<file path="config.mk">
export PLATFORM = sky130hd
export DESIGN_NAME = alu_writeback_stage_flat
export DESIGN_NICKNAME = d
export VERILOG_FILES = /design/src/rtl/alu_writeback_if.sv /design/src/rtl/alu_writeback_stage.sv /design/src/flat_wrapper.sv
export SDC_FILE = /design/constraint.sdc
export NUM_CORES = 1
export LEC_CHECK = 0
export BUFFER_PORTS_ARGS = -buffer_cell sky130_fd_sc_hd__buf_4
export CAP_MARGIN = 20
export CORE_MARGIN = 2
export CORE_UTILIZATION = 47
export DETAILED_ROUTE_END_ITERATION = 8
export HOLD_SLACK_MARGIN = 0.12
export PLACE_DENSITY = 0.72
export SLEW_MARGIN = 20
export SYNTH_ARGS = -nofsm -noshare
export SYNTH_HDL_FRONTEND = slang
export SYNTH_SLANG_ARGS = --single-unit
export TNS_END_PERCENT = 20
</file>
<file path="constraint.sdc">
create_clock -name clk -period 3.56 [get_ports clk]
set_input_delay 0.712 -clock clk [delete_from_list [all_inputs] [get_ports clk]]
set_output_delay 0.712 -clock clk [all_outputs]
set_load 0.02 [all_outputs]
</file>
<file path="src/rtl/alu_writeback_if.sv">
// ALU -> writeback stage bus: EXE-side handshake, register-file write port,
// and the forwarding tap back to operand select.
interface alu_writeback_if #(
  parameter int unsigned DATA_W = 32,
  parameter int unsigned REG_AW = 5
);
  logic              in_valid;
  logic              in_ready;
  logic [DATA_W-1:0] in_result;
  logic              in_overflow;
  logic [REG_AW-1:0] in_rd;
  logic              in_we;
  logic              in_setf;

  logic              wb_ready;
  logic              wb_we;
  logic [REG_AW-1:0] wb_addr;
  logic [DATA_W-1:0] wb_data;

  logic              fwd_valid;
  logic [REG_AW-1:0] fwd_addr;
  logic [DATA_W-1:0] fwd_data;

  // ALU / register-file / operand-select side
  modport master (
    output in_valid, in_result, in_overflow, in_rd, in_we, in_setf, wb_ready,
    input  in_ready, wb_we, wb_addr, wb_data, fwd_valid, fwd_addr, fwd_data
  );

  // Writeback stage side
  modport slave (
    input  in_valid, in_result, in_overflow, in_rd, in_we, in_setf, wb_ready,
    output in_ready, wb_we, wb_addr, wb_data, fwd_valid, fwd_addr, fwd_data
  );
endinterface

</file>
<file path="src/rtl/alu_writeback_stage.sv">
// EXE->WB stage: 2-entry skid FIFO (slot 0 = head, slot 1 = second), register-file
// write port, N/Z/V flags and forwarding of the youngest buffered entry.
// Optional feature macro: OVF_TRAP_EN (overflowing writes trap instead of retiring
// a write; stage stalls until trap_ack).
module alu_writeback_stage #(
  parameter int unsigned DATA_W = 32,
  parameter int unsigned REG_AW = 5
) (
  input  logic               clk,
  input  logic               rst,
  input  logic               flush,
  input  logic               trap_ack,
  alu_writeback_if.slave     bus,
  output logic               flag_n,
  output logic               flag_z,
  output logic               flag_v,
  output logic               ovf_trap
);

  logic [DATA_W-1:0] res_q  [2];
  logic [REG_AW-1:0] rd_q   [2];
  logic              ovf_q  [2];
  logic              we_q   [2];
  logic              setf_q [2];
  logic [1:0]        count_q;
  logic              trap_q;

  logic              ready;
  logic              push;
  logic              pop;
  logic              trap_hit;
  logic              young;

  // Handshake decode; flush and a pending trap both freeze the FIFO
  always_comb begin
    ready    = (count_q != 2'd2) && !trap_q;
    push     = bus.in_valid && ready && !flush;
    pop      = (count_q != 2'd0) && bus.wb_ready && !flush && !trap_q;
`ifdef OVF_TRAP_EN
    trap_hit = ovf_q[0] && we_q[0];
`else
    trap_hit = 1'b0;
`endif
    young    = (count_q == 2'd2);
  end

  assign bus.in_ready  = ready;
  assign bus.wb_we     = pop && we_q[0] && (rd_q[0] != '0) && !trap_hit;
  assign bus.wb_addr   = rd_q[0];
  assign bus.wb_data   = res_q[0];
  assign bus.fwd_valid = (count_q != 2'd0) && we_q[young] && (rd_q[young] != '0);
  assign bus.fwd_addr  = rd_q[young];
  assign bus.fwd_data  = res_q[young];
  assign ovf_trap      = trap_q;

  // FIFO storage and occupancy; head slot keeps its last contents when emptied
  always_ff @(posedge clk or negedge rst) begin
    if (!rst) begin
      count_q <= 2'd0;
      for (int i = 0; i < 2; i++) begin
        res_q[i]  <= '0;
        rd_q[i]   <= '0;
        ovf_q[i]  <= 1'b0;
        we_q[i]   <= 1'b0;
        setf_q[i] <= 1'b0;
      end
    end else if (flush) begin
      count_q <= 2'd0;
    end else begin
      if (pop && (count_q == 2'd2)) begin
        res_q[0]  <= res_q[1];
        rd_q[0]   <= rd_q[1];
        ovf_q[0]  <= ovf_q[1];
        we_q[0]   <= we_q[1];
        setf_q[0] <= setf_q[1];
      end
      if (push) begin
        if ((count_q == 2'd0) || pop) begin
          res_q[0]  <= bus.in_result;
          rd_q[0]   <= bus.in_rd;
          ovf_q[0]  <= bus.in_overflow;
          we_q[0]   <= bus.in_we;
          setf_q[0] <= bus.in_setf;
        end else begin
          res_q[1]  <= bus.in_result;
          rd_q[1]   <= bus.in_rd;
          ovf_q[1]  <= bus.in_overflow;
          we_q[1]   <= bus.in_we;
          setf_q[1] <= bus.in_setf;
        end
      end
      count_q <= count_q + 2'(push) - 2'(pop);
    end
  end

  // Status flags follow the retiring head when it requests a flag update
  always_ff @(posedge clk or negedge rst) begin
    if (!rst) begin
      flag_n <= 1'b0;
      flag_z <= 1'b0;
      flag_v <= 1'b0;
    end else if (pop && setf_q[0]) begin
      flag_n <= res_q[0][DATA_W-1];
      flag_z <= (res_q[0] == '0);
      flag_v <= ovf_q[0];
    end
  end

`ifdef OVF_TRAP_EN
  // Sticky overflow trap; a new trap takes priority over a simultaneous ack
  always_ff @(posedge clk or negedge rst) begin
    if (!rst) begin
      trap_q <= 1'b0;
    end else if (pop && trap_hit) begin
      trap_q <= 1'b1;
    end else if (trap_ack) begin
      trap_q <= 1'b0;
    end
  end
`else
  assign trap_q = 1'b0;
  logic unused_trap_ack;
  assign unused_trap_ack = trap_ack;
`endif

endmodule

</file>
<file path="src/flat_wrapper.sv">
// flat-port wrapper written by rule: the top's interface ports become plain ports
module alu_writeback_stage_flat 
#(
  parameter int unsigned DATA_W = 32,
  parameter int unsigned REG_AW = 5
)
  (clk, rst, flush, trap_ack, flag_n, flag_z, flag_v, ovf_trap, bus_in_valid, bus_in_result, bus_in_overflow, bus_in_rd, bus_in_we, bus_in_setf, bus_wb_ready, bus_in_ready, bus_wb_we, bus_wb_addr, bus_wb_data, bus_fwd_valid, bus_fwd_addr, bus_fwd_data);
  alu_writeback_if #(.DATA_W(DATA_W), .REG_AW(REG_AW)) bus_i ();
  input  logic clk;
  input  logic rst;
  input  logic flush;
  input  logic trap_ack;
  output logic flag_n;
  output logic flag_z;
  output logic flag_v;
  output logic ovf_trap;
  input wire logic [$bits(bus_i.in_valid)-1:0] bus_in_valid;
  input wire logic [$bits(bus_i.in_result)-1:0] bus_in_result;
  input wire logic [$bits(bus_i.in_overflow)-1:0] bus_in_overflow;
  input wire logic [$bits(bus_i.in_rd)-1:0] bus_in_rd;
  input wire logic [$bits(bus_i.in_we)-1:0] bus_in_we;
  input wire logic [$bits(bus_i.in_setf)-1:0] bus_in_setf;
  input wire logic [$bits(bus_i.wb_ready)-1:0] bus_wb_ready;
  output wire logic [$bits(bus_i.in_ready)-1:0] bus_in_ready;
  output wire logic [$bits(bus_i.wb_we)-1:0] bus_wb_we;
  output wire logic [$bits(bus_i.wb_addr)-1:0] bus_wb_addr;
  output wire logic [$bits(bus_i.wb_data)-1:0] bus_wb_data;
  output wire logic [$bits(bus_i.fwd_valid)-1:0] bus_fwd_valid;
  output wire logic [$bits(bus_i.fwd_addr)-1:0] bus_fwd_addr;
  output wire logic [$bits(bus_i.fwd_data)-1:0] bus_fwd_data;
  assign bus_i.in_valid = bus_in_valid;
  assign bus_i.in_result = bus_in_result;
  assign bus_i.in_overflow = bus_in_overflow;
  assign bus_i.in_rd = bus_in_rd;
  assign bus_i.in_we = bus_in_we;
  assign bus_i.in_setf = bus_in_setf;
  assign bus_i.wb_ready = bus_wb_ready;
  assign bus_in_ready = bus_i.in_ready;
  assign bus_wb_we = bus_i.wb_we;
  assign bus_wb_addr = bus_i.wb_addr;
  assign bus_wb_data = bus_i.wb_data;
  assign bus_fwd_valid = bus_i.fwd_valid;
  assign bus_fwd_addr = bus_i.fwd_addr;
  assign bus_fwd_data = bus_i.fwd_data;
  alu_writeback_stage #(.DATA_W(DATA_W), .REG_AW(REG_AW)) u_core (.clk(clk), .rst(rst), .flush(flush), .trap_ack(trap_ack), .bus(bus_i), .flag_n(flag_n), .flag_z(flag_z), .flag_v(flag_v), .ovf_trap(ovf_trap));
endmodule
</file>
### Yosys cells after proc, flatten, opt, wreduce, memory -nomap -nowiden

Index checks and enable logic that the tools add are counted.

* add/subtract/negate cells: 2
* order comparisons: 1
* eq/ne operators: 2
* muxes and demuxes: 30
* bitwise gates (word level): 3
* reductions and logical operators: 18

Operator list (count)
* 32-bit 2-to-1 mux: 6
* 64-bit 2-to-1 mux: 1
* 32-bit logical NOT: 1
* 5-bit 2-to-1 mux: 6
* 1-bit 2-to-1 mux: 12
* 1-bit logical AND: 10
* 10-bit 2-to-1 mux: 1
* 5-bit nonzero test: 2
* 2-bit 2-to-1 mux: 4
* 3-bit AND reduction: 1
* 2-bit by 1-bit adder with 2-bit output: 1
* 2-bit == test (second input constant): 1
* 2-bit greater-or-equal comparator (second input constant): 1
* 2-bit logical NOT: 1
* 2-bit != test (second input constant): 1
* 1-bit NOT: 2
* 1-bit NOT with 2-bit output: 1
* 2-bit nonzero test: 1
* 2-bit by 1-bit subtractor with 2-bit output: 1
* 1-bit logical NOT: 1
* 1-bit logical OR: 1

* register bits: 85
* input bits: 46
* output and inout port bits: 81
* logic and storage cells: 70

### Depth between registers and ports, before layout

Gate-level depths: netlist of run 1.

* depth after elaboration: 7
* depth in mapped cells: 9

### Least setup slack after synthesis of run 1

OpenSTA, ideal clock, no wires.

* kind: reg2out
* start: reg u_core.count_q[0]
* end: out bus_fwd_valid
* data arrival time: 1.503 ns
* data required time: 2.848 ns
* setup slack: 1.345 ns
* stages on the path, launching flop included: 7
* path buffers: 2
* cell sequence: dfrtp_1 > buf_2 > nor2b_1 > buf_4 > inv_2 > mux2_4 > o31a_1

* cells in the longest elaborated chain, start to end: 7
* elaborated cells between the ends (all ways): 12

Ends and longest elaborated chain
* start: declaration: line alu_writeback_stage.sv:25 `logic [1:0] count_q;`
* start signal: assignment: line alu_writeback_stage.sv:92 `count_q <= count_q + 2'(push) - 2'(pop);`
* 2-bit == test: line alu_writeback_stage.sv:44 `young = (count_q == 2'd2);`
* 1-bit NOT with 2-bit output
* 5-bit 2-to-1 mux (3 in a row)
* named net bus_fwd_addr[0]: line flat_wrapper.sv:29 `output wire logic [$bits(bus_i.fwd_addr)-1:0] bus_fwd_addr;`
* 5-bit nonzero test: line alu_writeback_stage.sv:51 `assign bus.fwd_valid = (count_q != 2'd0) && we_q[young] && (rd_q[young] != '0);`
* 1-bit logical AND: line alu_writeback_stage.sv:51
* end: declaration: line flat_wrapper.sv:28 `output wire logic [$bits(bus_i.fwd_valid)-1:0] bus_fwd_valid;`

The timed path passes the listed nets, and every way through them passes these cells. The select of a mux whose other input is x is not followed.

### Worst setup path after layout of run 1

* start: reg u_core.count_q[0]
* end: out bus_fwd_valid

* cells in the longest elaborated chain, start to end: 7
* elaborated cells between the ends (all ways): 12

Ends and longest elaborated chain (line)
* 2-bit == test: alu_writeback_stage.sv:44
* 1-bit NOT with 2-bit output (not written as such): alu_writeback_stage.sv:51
* 5-bit 2-to-1 mux (not written as such) or 1-bit 2-to-1 mux (tied branches) (3 in a row): alu_writeback_stage.sv:51
* 5-bit nonzero test or 1-bit logical AND (tied branches): alu_writeback_stage.sv:51
* 1-bit logical AND *: alu_writeback_stage.sv:51

Mark *: on every way between the ends. The rest lies on a longest branch, timed or not. The select of a mux whose other input is x is not followed.

==> impl_metrics.json, run 1 <==
{
  "clkLatencyLatePin_ns": 0.35,
  "multi_input_area_um2": 2000,
  "grt_pass1_wl_um": 19900,
  "ys_seq_elements": 85,
  "rows": 36,
  "dpl-instance-area_um2": 5380,
  "wl_per_cell_um": 18.2,
  "antennaDiodeCount": 0,
  "finalClockSkew_ns": 0.0107,
  "critPathRequiredTime_ns": 2.85,
  "path_clk_slew_ns": 0.09,
  "htree_levels": 3,
  "finish.net_count": 618,
  "port_buffers": 124,
  "rr_worst_depth": 3,
  "root_buffer": "clkbuf_8",
  "grt_pass1_vias": 3963,
  "maxCapViolations": 0,
  "sw_frac_of_total_pct": 40.5,
  "cts_resized": 0,
  "cp.arrival_ns": 2.27,
  "worst_pin_slew_ns": 0.782,
  "grt_max_degree": 86,
  "grt_setup_unrepaired": "false",
  "ant_nets": 0,
  "crit_end": "bus_fwd_valid",
  "final-setup-viol-count": 0,
  "internal-power_w": 0.00271,
  "via_count": 3983,
  "crit_fanout": 52,
  "crit_path_start_kind": "flip-flop",
  "pwr-share-seq_pct": 38.7,
  "status": "complete, no violations",
  "antenna_found_initial": 0,
  "synth_top_area_cell": "dfrtp_1",
  "timing.rr.end": "u_core.bus.wb_data[19]$_DFFE_PN0N_",
  "ctsHoldBuffers": 0,
  "synthCells": 500,
  "p_total_w": 0.00455,
  "reg2reg_slack_ns": 1.41,
  "die_y_um": 103,
  "yosys-top-cells-area": "dfrtp_1 (46%), nand2_1 (11%), mux2_2 (9.7%)",
  "yosysSeqAreaShare_pct": 45.8,
  "pwr-share-comb_pct": 44.1,
  "post-route-min-period_ns": 2.99,
  "fill_cells": 848,
  "fmax_mhz": 335,
  "p_per_area_nw_per_um2": 811,
  "slew_headroom_pct": 47.9,
  "crit_start": "u_core.count_q[0]$_DFF_PN0_",
  "yosys-top-cells-count": "nand2_1 (135), dfrtp_1 (85), buf_4 (42), mux2_2 (40), a211oi_1 (27)",
  "place.gp.congestion": 0.825,
  "seq_area_um2": 2130,
  "drc": 0,
  "vias_per_cell": 5.63,
  "dr.pass1.iters": 5,
  "die_area_um2": 10700,
  "synthFlopType": "dfrtp_1",
  "critPathCaptureType": "primary output",
  "cts_made_buffers": 9,
  "crit_type": "flip-flop to primary output",
  "cts_tree": "built",
  "grt_overflow_total": 0,
  "drt-initial-drc-count": 229,
  "core_area_um2": 9680,
  "initial_utilization_pct": 48.0,
  "yosysMostFrequentCell": "nand2_1",
  "drv_slew": 0,
  "hold_viol_final": 0,
  "cts_num_sinks": 85,
  "reg2reg_from": "u_core.count_q[0]$_DFF_PN0_",
  "die_x_um": 103,
  "post-dp-hpwl_um": 8620,
  "syn_area_per_cell_um2": 9.30,
  "synth-warning-count": 0,
  "synth_top_cell_area_share_pct": 45.8,
  "synth_cell_types": 39,
  "peakVddDrop_v": 0.000378,
  "power.switching_w": 0.00184,
  "cts_setup_buffers": 0,
  "boundaryPins": 127,
  "fin_tns_setup_ns": 0,
  "netlist_area_um2": 4650,
  "area_delta_synth_final_pct": 20.7,
  "grt_usage_pct": 24.2,
  "drive_gt1_share_pct": 34.3,
  "clk_path_buf_depth": 2,
  "holdCritPathClass": "primary input to async pin",
  "period_share_pct": 83.9,
  "leakage_nw": 2.58,
  "synth_nets": 548,
  "synth-edff-count": 0,
  "routed_wl_um": 12900,
  "clkPwrFrac_pct": 17.2,
  "synth-async-reset-ratio_pct": 100,
  "finalInstanceArea_um2": 5610
}
==> cells by family (layout without fill, tap and decap cells) <==
kind of cell,count (synthesis),in the layout,share of synthesized area (%)
DFF,85,85,45.8
muxes,45,45,11.1
and+or+nand+nor,169,169,15.3
AOI/OAI and AO/OA,101,101,15.6
xor gates and xnor gates,1,1,0.188
other,1,1,0.0807
buffers and inverters,96,171,11.5
adders and majority gates,2,2,0.538
==> power by group through the flow <==
stage	Combinational (W)	Sequential, W	Clock [W]
3_5_place_dp	0.00202	0.00177	0
5_1_grt	0.00218	0.00182	0.000814
4_1_cts	0.00203	0.00175	0.000784
3_3_place_gp	0.00198	0.00174	0
2_1_floorplan	0.00146	0.00165	0
6_report	0.00201	0.00176	0.000781
==> stage by stage <==
stage | utilization, % | hold slack, ns | worst slack [ns] | instances
floorplan | - | 0.416 | 1.34 | 500
global placement | 55.6 | 0.482 | 0.975 | 692
detailed placement | 55.6 | 0.501 | 0.963 | 692
CTS | 57.9 | 0.516 | 0.582 | 708
global route | 57.9 | 0.467 | 0.484 | 708
finish | 57.9 | 0.406 | 0.575 | 708
==> layer usage <==
| layer | track usage (%) | wire length, um | vias to the layer above |
|---|---|---|---|
| met5 | 0 | 0 | - |
| met4 | 9.41 | 236 | 0 |
| met2 | 39.4 | 6260 | 159 |
| met1 | 33.2 | 5540 | 1957 |
| li1 | - | - | 1848 |
| met3 | 3.09 | 812 | 19 |
==> sequential cells by signal, indices dropped and copies added (netlist names) <==
name,cells
u_core.rd_q,5
u_core.res_q,32
u_core.ovf_q,2
u_core.flag_z,1
u_core.bus.wb_addr,5
u_core.count_q,2
u_core.we_q,2
u_core.flag_n,1
u_core.bus.wb_data,32
u_core.flag_v,1
u_core.setf_q,2
==> cell usage in the layout, fill, tap and decap left out, types with 2 or more instances in the layout <==
cell type  synthesis  layout
nand2_1          135     135
buf_4             42     133
dfrtp_1           85      85
mux2_2            40      40
a211oi_1          27      27
a31oi_1           22      22
inv_1             20      20
o21ai_0           14      14
o211ai_1          13      13
clkbuf_8           0      11
nor2_1             9       9
nor4_1             8       8
o311ai_0           7       7
o311ai_1           6       6
a311oi_1           5       5
or3_1              3       3
mux2_1             3       3
nand2b_1           2       2
mux2_4             2       2
nor2b_1            3       2
and2_1             2       2
nand4_1            2       2
o31ai_1            2       2
ha_1               2       2
bufinv_16          0       2
clkbuf_1          20       2
==> layout make-up <==
| cell class | count | area share [%] |
|---|---|---|
| clock inverters | 3 | 1.20 |
| inverters | 21 | 1.40 |
| multi-input cells | 319 | 35.7 |
| flip-flops and latches | 85 | 37.9 |
| well taps | 133 | 2.97 |
| clock buffers | 13 | 2.83 |
| repair buffers | 134 | 18.0 |
==> how the worst min path moves through the flow <==
stage / to / cells after the start
6_report: u_core.res_q[0]$_DFFE_PN0P_ / 1
5_1_grt: u_core.res_q[0]$_DFFE_PN0P_ / 1
4_1_cts: u_core.bus.wb_data[3]$_DFFE_PN0N_ / 2
3_5_place_dp: u_core.bus.wb_data[20]$_DFFE_PN0N_ / 2
3_3_place_gp: u_core.bus.wb_data[26]$_DFFE_PN0N_ / 2
2_1_floorplan: u_core.bus.wb_addr[0]$_DFFE_PN0N_ / 0
==> worst max-delay path, cell delays in order (launching register included) <==
cell,delay [ns]
dfrtp_1,0.49
nor2b_4,0.16
buf_4,0.50
mux2_2,0.40
o31a_1,0.23
buf_4,0.16
No activity file was read; power rests on OpenSTA's default activity.
==> run 2, diff against run 1 <==
--- a/config.mk
+++ b/config.mk
@@ -5,6 +5,7 @@
 export SDC_FILE = /design/constraint.sdc
 export NUM_CORES = 1
 export LEC_CHECK = 0
+export ABC_AREA = 1
 export BUFFER_PORTS_ARGS = -buffer_cell sky130_fd_sc_hd__buf_4
 export CAP_MARGIN = 20
 export CORE_MARGIN = 2
==> constraint.sdc (replaced) <==
create_clock -name clk -period 2.8 [get_ports clk]
set_input_delay 0.56 -clock clk [delete_from_list [all_inputs] [get_ports clk]]
set_output_delay 0.56 -clock clk [all_outputs]
set_load 0.02 [all_outputs]
==> run 2 against run 1 <==
Compared with the run above: clock power increased by 10%; global-route usage decreased by 0.74 points; sequential share of layout area decreased by 0.27 points; clock skew about the same; power increased by 33%; wire length decreased by 3.4%; core utilization increased by 0.41 points; register-to-register slack got worse by 0.98 ns; setup slack got worse by 0.35 ns; combinational power increased by 49%; largest cell class unchanged.
==> impl_metrics.json, run 2 <==
{
  "status": "complete, no violations",
  "rows": 36,
  "drc": 0,
  "crit_type": "flip-flop to primary output",
  "dr.pass1.iters": 6,
  "clkLatencyLatePin_ns": 0.35,
  "finish.net_count": 776,
  "drt-initial-drc-count": 251,
  "post-dp-hpwl_um": 8440,
  "dp.cells": 850,
  "final_common_cell": "nand2_1",
  "grt_pass1_wl_um": 20700,
  "initial_utilization_pct": 48.1,
  "place.gp.congestion": 0.807,
  "yosys-top-cells-area": "dfrtp_1 (46%), nand2_1 (18%), nand3_1 (6.9%)",
  "final-setup-viol-count": 0,
  "hold_viol_final": 0,
  "die_y_um": 104,
  "post-route-min-period_ns": 2.57,
  "pwr-share-seq_pct": 36.3,
  "via_count": 4439,
  "core_area_um2": 9680,
  "fin_tns_setup_ns": 0,
  "vias_per_cell": 5.13,
  "die_area_um2": 10700,
  "p_per_area_nw_per_um2": 1070,
  "synth-async-reset-ratio_pct": 100,
  "worst_pin_slew_ns": 0.937,
  "finalInstanceArea_um2": 5650,
  "crit_fanout": 13,
  "period_share_pct": 91.9,
  "clk_path_buf_depth": 2,
  "sw_frac_of_total_pct": 43.6,
  "cp.arrival_ns": 2.01,
  "yosysMostFrequentCell": "nand2_1",
  "grt_pass1_vias": 4260,
  "ctsHoldBuffers": 0,
  "slew_headroom_pct": 37.4,
  "crit_path_start_kind": "flip-flop",
  "drv_slew": 0,
  "root_buffer": "clkbuf_8",
  "cts_num_sinks": 85,
  "internal-power_w": 0.00342,
  "drive_gt1_share_pct": 21.3,
  "crit_family": "simple AND/OR/NAND/NOR gates",
  "path_cells": "inv_1 > nand2_1 > o21ai_0 > nand2_1 > nor2_1 > nor2_1 > buf_4",
  "path_clk_slew_ns": 0.09,
  "netlist_area_um2": 4660,
  "synthFlopType": "dfrtp_1",
  "peakVddDrop_v": 0.000621,
  "cts_made_buffers": 9,
  "final_cell_mix": "nand2_1 (227), buf_4 (131), dfrtp_1 (85), nor2_1 (82), nand3_1 (64)",
  "boundaryPins": 127,
  "fmax_mhz": 389,
  "finalClockSkew_ns": 0.0103,
  "clkPwrFrac_pct": 14.2,
  "synthCells": 654,
  "leakage_nw": 3.05,
  "critPathRequiredTime_ns": 2.24,
  "p_total_w": 0.00606,
  "ys_seq_elements": 85,
  "synth-edff-count": 0,
  "antennaDiodeCount": 0,
  "critical-path-max-stage-delay_ns": 0.43,
  "die_x_um": 104,
  "area_delta_synth_final_pct": 21.2,
  "grt_max_degree": 55,
  "synth_cell_types": 21,
  "grt_overflow_total": 0,
  "maxCapViolations": 0,
  "wl_per_cell_um": 14.3,
  "yosysSeqAreaShare_pct": 45.6,
  "holdCritPathClass": "primary input to async pin",
  "yosys-top-cells-count": "nand2_1 (227), dfrtp_1 (85), nor2_1 (82), nand3_1 (64), o21ai_0 (59)",
  "cts_resized": 0,
  "port_buffers": 124,
  "hold_ws_ns": 0.186,
  "path_buf_inv": 2,
  "power.switching_w": 0.00264,
  "dpl-instance-area_um2": 5460,
  "syn_area_per_cell_um2": 7.13,
  "routed_wl_um": 12400,
  "synth_top_cell_area_share_pct": 45.6,
  "cts_tree": "built",
  "antenna_found_initial": 0,
  "critPathCaptureType": "primary output",
  "grt_setup_unrepaired": "false",
  "grt_usage_pct": 23.5,
  "fill_cells": 885,
  "cts_setup_buffers": 0,
  "crit_slowest_cell": "dfrtp_1",
  "htree_levels": 3,
  "pwr-share-comb_pct": 49.4,
  "post_layout_nonfiller_instances": 866,
  "ant_nets": 0,
  "synth_top_area_cell": "dfrtp_1",
  "synth_nets": 702,
  "synth-warning-count": 0
}
## run 2: cell types whose count changed after synthesis, moves of 8 or more
cell	change
nand2_1	+92
nor2_1	+73
nand3_1	+64
o21ai_0	+45
mux2_2	-40
a211oi_1	-27
a31oi_1	-22
o211ai_1	-13
inv_1	+12
o21ai_1	+10
buf_2	+9
nor4_1	-8
## run 2: per-stage QoR
step / utilization (%) / setup WS (ns)
floorplan: - / 0.835
global placement: 56.3 / 0.180
detailed placement: 56.3 / 0.182
CTS: 58.3 / 0.211
global route: 58.3 / 0.0421
finish: 58.3 / 0.227
## run 2: cell type report
type	instances	area, um2	area share [%]
Clock buffer	13	149	2.64
Clock inverter	3	45.0	0.797
Inverter	35	131	2.33
Multi-Input combinational cell	462	1970	34.8
Sequential cell	85	2130	37.6
Tap cell	133	166	2.95
Timing Repair Buffer	135	1060	18.8
## run 2: final timing paths
path,start,endpoint,slack [ns],cells past startpoint
max,u_core.count_q[0]$_DFF_PN0_,bus_fwd_valid,0.23,7
min,rst,u_core.bus.wb_addr[0]$_DFFE_PN0N_,0.19,1
max reg2reg,u_core.count_q[1]$_DFF_PN0_,u_core.res_q[9]$_DFFE_PN0P_,0.43,6
min reg2reg,u_core.res_q[30]$_DFFE_PN0P_,u_core.res_q[30]$_DFFE_PN0P_,0.47,2
max in group asynchronous,rst,u_core.bus.wb_data[16]$_DFFE_PN0N_,1.97,2
min in group clk,flush,u_core.count_q[0]$_DFF_PN0_,0.38,2
## run 2: metal layers
layer  routed length [um]  GRT usage, %  vias to the layer above
met5                    0             0                        -
met4                  191          7.53                        0
met3                  912          4.03                       17
met2                 5830          39.0                      174
met1                 5480          31.5                     2082
li1                     -             -                     2166
## run 2: cell families after synthesis
logic type	count (synthesis)	share of synthesized area [%]
compound gates	78	8.46
other cells	1	0.0805
xor+xnor	1	0.188
buf+inv	107	12.2
fa+ha+maj	2	0.537
flops	85	45.6
simple gates	380	32.9
## run 2: worst reg2reg max path, cell delays in order (launching register included)
cell     delay, ns
dfrtp_1       0.44
nor2_1        0.11
nor2_4        0.74
nand2_2       0.53
buf_12        0.32
nand2_1       0.07
nand2_1       0.05
## run 2: power groups by stage
stage	combinational, W	clock (W)	sequential [W]
after floorplan	0.00216	0	0.00211
final	0.00299	0.000863	0.00220
after CTS	0.00302	0.000881	0.00220
after global placement	0.00295	0	0.00219
after detailed placement	0.00302	0	0.00221
after global routing	0.00330	0.000927	0.00228
==> run 3, diff against run 2 <==
--- a/config.mk
+++ b/config.mk
@@ -8,7 +8,6 @@
 export ABC_AREA = 1
 export BUFFER_PORTS_ARGS = -buffer_cell sky130_fd_sc_hd__buf_4
 export CAP_MARGIN = 20
-export CORE_MARGIN = 2
 export CORE_UTILIZATION = 47
 export DETAILED_ROUTE_END_ITERATION = 8
 export HOLD_SLACK_MARGIN = 0.12
==> run 3 against run 2 <==
Compared with the run above: die area shrank 3.8%; register-to-register slack gained 0.05 ns; final area grew 0.86%; critical endpoint unchanged; largest power group unchanged; highest routed layer unchanged.
==> impl_metrics.json, run 3 (synthesis results as in run 2) <==
{
  "critical-path-max-stage-delay_ns": 0.44,
  "cp.arrival_ns": 2.01,
  "drv_slew": 0,
  "holdCritPathClass": "primary input to async pin",
  "die_x_um": 102,
  "die_y_um": 102,
  "dr.pass1.iters": 5,
  "rows": 35,
  "p_total_w": 0.00631,
  "critPathRequiredTime_ns": 2.24,
  "maxCapViolations": 0,
  "dpl-instance-area_um2": 5440,
  "crit_path_start_kind": "flip-flop",
  "hold_ws_ns": 0.167,
  "path_clk_slew_ns": 0.08,
  "seq_area_um2": 2130,
  "finalInstanceArea_um2": 5700,
  "finalClockSkew_ns": 0.0102,
  "initial_utilization_pct": 49.5,
  "critPathCaptureType": "primary output",
  "clkLatencyLatePin_ns": 0.36,
  "cts_resized": 0,
  "clk_path_buf_depth": 2,
  "ctsHoldBuffers": 0,
  "drc": 0,
  "leakage_nw": 3.09,
  "status": "complete, no violations",
  "core_area_um2": 9420,
  "cts_setup_buffers": 0,
  "fin_tns_setup_ns": 0,
  "grt_pass1_wl_um": 20000,
  "worst_pin_slew_ns": 0.954,
  "root_buffer": "clkbuf_8",
  "routed_wl_um": 12800,
  "grt_usage_pct": 25.2,
  "crit_fanout": 13,
  "crit_type": "flip-flop to primary output",
  "htree_levels": 3,
  "grt_setup_unrepaired": "false",
  "wl_per_cell_um": 14.8,
  "p_per_area_nw_per_um2": 1110,
  "finish.net_count": 778,
  "via_count": 4474,
  "final_cell_mix": "nand2_1 (227), buf_4 (135), dfrtp_1 (85), nor2_1 (82), nand3_1 (64)",
  "drt-initial-drc-count": 233,
  "fill_cells": 867,
  "grt_overflow_total": 0,
  "crit_slowest_cell": "dfrtp_1",
  "final-setup-viol-count": 0,
  "cts_tree": "built",
  "period_share_pct": 91.9,
  "area_delta_synth_final_pct": 22.3,
  "boundaryPins": 127,
  "place.gp.congestion": 0.780,
  "cts_num_sinks": 85,
  "crit_family": "simple AND/OR/NAND/NOR gates",
  "vias_per_cell": 5.18,
  "slew_headroom_pct": 36.3,
  "hold_viol_final": 0,
  "final_common_cell": "nand2_1",
  "grt_max_degree": 50,
  "peakVddDrop_v": 0.000568,
  "fmax_mhz": 389,
  "multi_input_area_um2": 1970,
  "port_buffers": 124,
  "post-route-min-period_ns": 2.57,
  "drive_gt1_share_pct": 21.9,
  "post-dp-hpwl_um": 8470,
  "dp.cells": 848,
  "reg2reg_slack_ns": 0.48,
  "antenna_found_initial": 0,
  "ant_nets": 0,
  "path_buf_inv": 2,
  "grt_pass1_vias": 4034,
  "post_layout_nonfiller_instances": 864,
  "cts_made_buffers": 9,
  "path_cells": "inv_1 > nand2_1 > o21ai_0 > nand2_1 > nor2_1 > nor2_1 > buf_4",
  "die_area_um2": 10300,
  "antennaDiodeCount": 0
}
run 3: through the flow:
| step | util (%) | setup slack (ns) |
|---|---|---|
| final | 60.5 | 0.227 |
| after global routing | 60.5 | 0.0781 |
| after CTS | 60.5 | 0.222 |
| after detailed placement | 57.8 | 0.273 |
| after global placement | 57.8 | 0.294 |
| after floorplan | - | 0.835 |
run 3: worst register-to-register path, stage by stage, from the launching register on:
cell and delay [ns]:
dfrtp_1 0.43, nor2_1 0.12, nor2_4 0.76, nand2_2 0.43, buf_4 0.34, nand2_1 0.09, nand2_1 0.05
run 3: layout make-up:
type	instances	area share (%)
Sequential cell	85	37.3
Inverter	35	2.31
Clock inverter	5	1.87
Timing Repair Buffer	137	18.5
Tap cell	129	2.83
Multi-Input combinational cell	462	34.5
Clock buffer	11	2.66
run 3: final timing paths:
kind	startpoint	end	cells after the start
max	u_core.count_q[0]$_DFF_PN0_	bus_fwd_valid	7
min	rst	u_core.bus.wb_addr[0]$_DFFE_PN0N_	1
max reg2reg	u_core.count_q[0]$_DFF_PN0_	u_core.res_q[16]$_DFFE_PN0P_	6
min reg2reg	u_core.setf_q[0]$_DFFE_PN0P_	u_core.setf_q[0]$_DFFE_PN0P_	2
max in group asynchronous	rst	u_core.res_q[13]$_DFFE_PN0P_	2
min in group clk	flush	u_core.count_q[0]$_DFF_PN0_	2
run 3: power by group:
part / leakage [nW] / internal [W] / switching, W / total (W)
Sequential: 1.01 / 0.00177 / 0.000435 / 0.00221
Combinational: 1.95 / 0.00121 / 0.00180 / 0.00300
Clock: 0.126 / 0.000643 / 0.000459 / 0.00110
Total: 3.09 / 0.00362 / 0.00269 / 0.00631
run 3: routing by layer:
layer	track usage [%]	up-vias	share of wire, %
met5	0	-	0
met4	7.25	0	0.99
met3	4.35	12	7.4
met2	41.1	167	47
met1	34.5	2125	44
li1	-	2170	-
